## config.mk

```make
export PLATFORM = sky130hd
export DESIGN_NAME = rll27_decoder
export DESIGN_NICKNAME = d
export VERILOG_FILES = /design/src/rtl/rll27_decoder.sv
export SDC_FILE = /design/constraint.sdc
export NUM_CORES = 1
export LEC_CHECK = 0
export BUFFER_PORTS_ARGS = -buffer_cell sky130_fd_sc_hd__buf_2
export CORE_MARGIN = 2
export CORE_UTILIZATION = 39
export CTS_CLUSTER_DIAMETER = 100
export DETAILED_ROUTE_END_ITERATION = 8
export HOLD_SLACK_MARGIN = 0.1
export PLACE_DENSITY = 0.7
export SLEW_MARGIN = 30
export SYNTH_ARGS = -nofsm -noshare
export SYNTH_HDL_FRONTEND = slang
export SYNTH_SLANG_ARGS = --single-unit
```

## constraint.sdc

```tcl
create_clock -name clk_i -period 3.4 [get_ports clk_i]
set_clock_uncertainty 0.05 [all_clocks]
set_input_delay 0.68 -clock clk_i [delete_from_list [all_inputs] [get_ports clk_i]]
set_output_delay 0.68 -clock clk_i [all_outputs]
set_load 0.01 [all_outputs]
```

## src/rtl/rll27_decoder.sv

```systemverilog
// rll27_decoder: serial RLL(2,7) channel-bit decoder.
// Shifts channel bits into an accumulator and resolves a codeword, a legal
// prefix or an illegal sequence at lengths 4, 6 and 8. Results are registered
// and strobed for one cycle.
// Optional: define RLL27_DEC_RLCHK_EN to add the run-length checker (rl_err_o).
module rll27_decoder #(
   parameter int unsigned MAXCODE = 8,
   parameter int unsigned MAXDATA = 4
) (
   input  logic               clk_i,
   input  logic               arst_i,
   input  logic               code_i,
   input  logic               code_valid_i,
   output logic [MAXDATA-1:0] data_o,
   output logic [2:0]         data_len_o,
   output logic               data_valid_o,
   output logic               err_o
`ifdef RLL27_DEC_RLCHK_EN
   ,
   output logic               rl_err_o
`endif
);

   logic [MAXCODE-1:0] r_acc;
   logic [3:0]         r_cnt;
   logic [MAXDATA-1:0] r_data;
   logic [2:0]         r_len;
   logic               r_dv;
   logic               r_err;

   logic [MAXCODE-1:0] w_next;
   logic [3:0]         w_cnt1;
   logic               w_hit;
   logic               w_bad;
   logic [MAXDATA-1:0] w_data;
   logic [2:0]         w_len;
   // The oldest accumulator bit is shifted out before any match looks at it.
   logic               w_unused;

   assign w_unused = r_acc[MAXCODE-1];

   // Classify the accumulator including the incoming bit: match, prefix or illegal.
   always_comb begin
      w_next = {r_acc[MAXCODE-2:0], code_i};
      w_cnt1 = r_cnt + 4'd1;
      w_hit  = 1'b0;
      w_bad  = 1'b0;
      w_data = '0;
      w_len  = 3'd0;
      case (w_cnt1)
         4'd4: begin
            case (w_next[3:0])
               4'b0100: begin w_hit = 1'b1; w_data = 4'b0010; w_len = 3'd2; end
               4'b1000: begin w_hit = 1'b1; w_data = 4'b0011; w_len = 3'd2; end
               4'b0000, 4'b0001, 4'b0010, 4'b1001: ;
               default: w_bad = 1'b1;
            endcase
         end
         4'd6: begin
            case (w_next[5:0])
               6'b000100: begin w_hit = 1'b1; w_data = 4'b0000; w_len = 3'd3; end
               6'b100100: begin w_hit = 1'b1; w_data = 4'b0010; w_len = 3'd3; end
               6'b001000: begin w_hit = 1'b1; w_data = 4'b0011; w_len = 3'd3; end
               6'b000010, 6'b001001: ;
               default: w_bad = 1'b1;
            endcase
         end
         4'd8: begin
            case (w_next)
               8'b00100100: begin w_hit = 1'b1; w_data = 4'b0010; w_len = 3'd4; end
               8'b00001000: begin w_hit = 1'b1; w_data = 4'b0011; w_len = 3'd4; end
               default:     w_bad = 1'b1;
            endcase
         end
         default: ;
      endcase
   end

   // Accumulator/counter update and registered one-cycle result strobes.
   always_ff @(posedge clk_i) begin
      if (arst_i) begin
         r_acc  <= '0;
         r_cnt  <= 4'd0;
         r_data <= '0;
         r_len  <= 3'd0;
         r_dv   <= 1'b0;
         r_err  <= 1'b0;
      end else begin
         r_data <= '0;
         r_len  <= 3'd0;
         r_dv   <= 1'b0;
         r_err  <= 1'b0;
         if (code_valid_i) begin
            if (w_hit || w_bad) begin
               r_acc <= '0;
               r_cnt <= 4'd0;
            end else begin
               r_acc <= w_next;
               r_cnt <= w_cnt1;
            end
            r_data <= w_data;
            r_len  <= w_len;
            r_dv   <= w_hit;
            r_err  <= w_bad;
         end
      end
   end

   assign data_o       = r_data;
   assign data_len_o   = r_len;
   assign data_valid_o = r_dv;
   assign err_o        = r_err;

`ifdef RLL27_DEC_RLCHK_EN
   logic [3:0] r_zc;
   logic       r_seen;
   logic       r_rl_err;

   // Run-length check on the raw stream: too few zeros between ones (d) or
   // an eighth consecutive zero (k); the counter saturates so k fires once per run.
   always_ff @(posedge clk_i) begin
      if (arst_i) begin
         r_zc     <= 4'd0;
         r_seen   <= 1'b0;
         r_rl_err <= 1'b0;
      end else begin
         r_rl_err <= 1'b0;
         if (code_valid_i) begin
            if (code_i) begin
               r_rl_err <= r_seen && (r_zc < 4'd2);
               r_zc     <= 4'd0;
               r_seen   <= 1'b1;
            end else begin
               if (r_zc != 4'hF) begin
                  r_zc <= r_zc + 4'd1;
               end
               r_rl_err <= r_seen && (r_zc == 4'd7);
            end
         end
      end
   end

   assign rl_err_o = r_rl_err;
`endif

endmodule

```

==> impl_metrics.toml <==
[setup_path]
startpoint_type = "register"
critPathArrivalTime_ns = 2.37
cp_data_required_time_ns = 3.59
crit_path_buf_inv_count = 0
critical-path-top-delay-family = "compound AO/OA/AOI/OAI gates"
r2r_slack_ns = 1.21
critical_path.endpoint_type = "register"
crit_path_max_fanout = 10
path_depth = 7
worst-setup-path-type = "register to register"
reg2reg_depth = 7
slowest_stage = "sky130_fd_sc_hd__dfxtp_1"
cpPeakStageDelay_ns = 0.49
critical_path.cell_chain = "ha_1 -> nor2b_1 -> a32o_2 -> nand2_1 -> o221a_1 -> o211ai_1 -> a21oi_1"

[yosys]
fraction_of_registers_with_async_set_reset_pct = 0
yosys-top-cells-area = "sky130_fd_sc_hd__dfxtp_1, sky130_fd_sc_hd__nor2_1, sky130_fd_sc_hd__a32oi_1"
synth_flop_cell = "sky130_fd_sc_hd__dfxtp_1"
synth_top_cell_area_share_pct = 35.8
synth.avg_cell_area_sq_um = 8.61
number_of_distinct_library_cells_after_synthesis = 42
yosys.area.top_type = "sky130_fd_sc_hd__dfxtp_1"
syn-instance-count = 117
ys.warnings.count = 0
synth-edff-count = 0
ys_seq_elements = 18
cell_area_synth_sq_um = 1010
share_of_synthesized_area_occupied_by_flip_flops_and_latches_pct = 35.8

[worst_hold_path]
worst_hold_path.num_cells = 2
min-delay-path-class = "register to register"

[cts]
cts.hold.buffers_added = 0
cts_setup_buffers = 0
clockBufferDepth = 2
clock_latency_ns = 0.29
cts-resized-gates = 0
root_buffer = "sky130_fd_sc_hd__clkbuf_4"
clkSlewWorstSetupHoldPaths_ns = 0.10
cts_buffers = 3
cts_max_level = 1
cts.sink_count = 18
cts_tree = "done"

[global_route]
global_route_wire_length_before_repair_microns = 3440
number_of_global_route_vias_before_repair = 756
grt_max_degree = 13
grt.total_usage_pct = 15.9
number_of_antenna_violations_at_the_first_check_in_global_routing = 0
grt-ovfl-total = 0

[timing]
final_critical_path_setup_slack_ns = 1.21
timing_hold_violations_final = 0
timing.final.setup_violations = 0
finalCriticalPeriod_ns = 2.19
achievable-frequency_ghz = 0.457
final_min_period_over_clock_period_pct = 64.4
finalSetupTns_ns = 0
setup_repair_after_global_routing_missed_its_margin = "no"
final_max_slew_viol_count = 0

[route]
remaining_drc_errors = 0
route.detailed.wl_per_inst_microns = 12.9
ant_nets = 0
routed_wirelength_microns = 1970
via_per_inst = 5.67
drt_pass1_iterations = 4
1st_iter_drt_viols = 25
num_vias = 862

[final_layout]
drive_above_1_share_pct = 18.9
diodes = 0
area_delta_synth_final_pct = 4.72
layout.cells.non_filler = 152
design.final.nets = 131

[placed_design]
gp_congestion = 0.867
pre_cts_ws_ns = 1.24
dp.final_hpwl_microns = 1450
number_of_cells_in_the_design_after_placement = 149
placement.io_buffers = 10

[power]
power_frac_clock_pct = 29.6
comb_power_share_pct = 8.8
power.density_nw_per_um2 = 339
leakage_nw = 0.398
swShare_pct = 25.3
power.sequential.fraction_pct = 61.6
internal-power_uw = 267
p_sw_uw = 90.5
worst_ir_drop_vdd_mv = 0.158

[run_status]
run_status = "completed"

[die]
core_area_sq_um = 2450
rows = 18
fp.dieArea_sq_um = 3010
die_h_microns = 54.8
die_w_microns = 54.8
initial_util_pct = 41.0
boundaryPins = 13

[run]
drv.max_cap_violation_count = 0
-- cell families after synthesis --
family / synth area share (%)
buf+inv: 8.45
compound gates: 23.2
flops: 35.8
simple gates: 27.3
other cells: 0.372
mux: 1.12
fa+ha+maj: 3.73
-- metrics by stage --
step	hold WS, ns	utilization [%]	cell area [sq um]	total power [mW]
2_1_floorplan	0.425	-	1010	0.252
3_3_place_gp	0.449	42.0	1030	0.255
3_5_place_dp	0.475	42.0	1030	0.256
4_1_cts	0.498	43.0	1050	0.359
5_1_grt	0.531	43.0	1050	0.373
6_report	0.503	43.0	1050	0.358
-- cell usage after synthesis (2+ instances only) --
library cell               instances
sky130_fd_sc_hd__dfxtp_1          18
sky130_fd_sc_hd__buf_2             2
sky130_fd_sc_hd__o31a_1            2
sky130_fd_sc_hd__nand4_1           2
sky130_fd_sc_hd__a21oi_1           6
sky130_fd_sc_hd__nand2b_1          3
sky130_fd_sc_hd__a22oi_1           2
sky130_fd_sc_hd__nor2_1           20
sky130_fd_sc_hd__nor4b_1           3
sky130_fd_sc_hd__nor3_1            3
sky130_fd_sc_hd__clkbuf_1          2
sky130_fd_sc_hd__o21ai_0           3
sky130_fd_sc_hd__ha_1              3
sky130_fd_sc_hd__nand2_1           6
sky130_fd_sc_hd__buf_6             3
sky130_fd_sc_hd__a32oi_1           6
sky130_fd_sc_hd__nand3b_1          2
sky130_fd_sc_hd__buf_4             2
sky130_fd_sc_hd__inv_1             5
sky130_fd_sc_hd__a41oi_1           2
-- path summary, 6_finish.rpt --
check	from	end
worst max-delay path	r_cnt[0]$_SDFFE_PP0P_	r_cnt[2]$_SDFFE_PP0P_
worst min-delay path	r_acc[6]$_SDFFE_PP0P_	r_acc[6]$_SDFFE_PP0P_
worst max register to register	r_cnt[0]$_SDFFE_PP0P_	r_cnt[2]$_SDFFE_PP0P_
worst min register to register	r_acc[6]$_SDFFE_PP0P_	r_acc[6]$_SDFFE_PP0P_
-- cells in the final DEF, fill, tap and decap left out, types with 2 or more instances in the layout --
master / netlist / final
sky130_fd_sc_hd__a32oi_1: 6 / 6
sky130_fd_sc_hd__nand4_1: 2 / 2
sky130_fd_sc_hd__a21oi_1: 6 / 6
sky130_fd_sc_hd__nand3b_1: 2 / 2
sky130_fd_sc_hd__nor3_1: 3 / 3
sky130_fd_sc_hd__ha_1: 3 / 3
sky130_fd_sc_hd__o21ai_0: 3 / 3
sky130_fd_sc_hd__nand2b_1: 3 / 3
sky130_fd_sc_hd__clkbuf_4: 0 / 3
sky130_fd_sc_hd__dfxtp_1: 18 / 18
sky130_fd_sc_hd__o31a_1: 2 / 2
sky130_fd_sc_hd__a22oi_1: 2 / 2
sky130_fd_sc_hd__nor4b_1: 3 / 3
sky130_fd_sc_hd__buf_2: 2 / 10
sky130_fd_sc_hd__nand2_1: 6 / 6
sky130_fd_sc_hd__nor2_1: 20 / 20
sky130_fd_sc_hd__inv_1: 5 / 5
sky130_fd_sc_hd__a41oi_1: 2 / 2
sky130_fd_sc_hd__conb_1: 1 / 2
-- power groups by stage --
stage          combinational (mW)  sequential, mW  clock (mW)
5_1_grt                    0.0359           0.222       0.115
3_5_place_dp               0.0312           0.225           0
6_report                   0.0315           0.221       0.106
3_3_place_gp               0.0303           0.225           0
2_1_floorplan              0.0299           0.222           0
4_1_cts                    0.0314           0.220       0.107
-- area by class of cell --
type / instances / area (sq um)
Clock buffer: 3 / 22.5
Fill cell: 233 / 1400
Inverter: 5 / 18.8
Multi-Input combinational cell: 86 / 566
Sequential cell: 18 / 360
Tap cell: 30 / 37.5
Timing Repair Buffer: 10 / 50.0
-- tightest hold or removal path: cells and delay by family (launching register included) --
family,cells,cell delay [ns]
DFF,1,0.38
AOI/OAI and AO/OA,1,0.06
and+or+nand+nor,1,0.08
-- metal layers --
metal	GRT usage (%)	share of wire, %
met5	0	0
met1	19.8	46
met2	25.2	48
met3	4.10	5.4
met4	7.50	1.2
-- flip-flops by register name, summed over array words and instances, names as in the netlist --
register and count:
r_acc 7, r_cnt 4, data_len_o 3, data_o 2, data_valid_o 1, err_o 1
No activity file was read; power rests on OpenSTA's default activity.
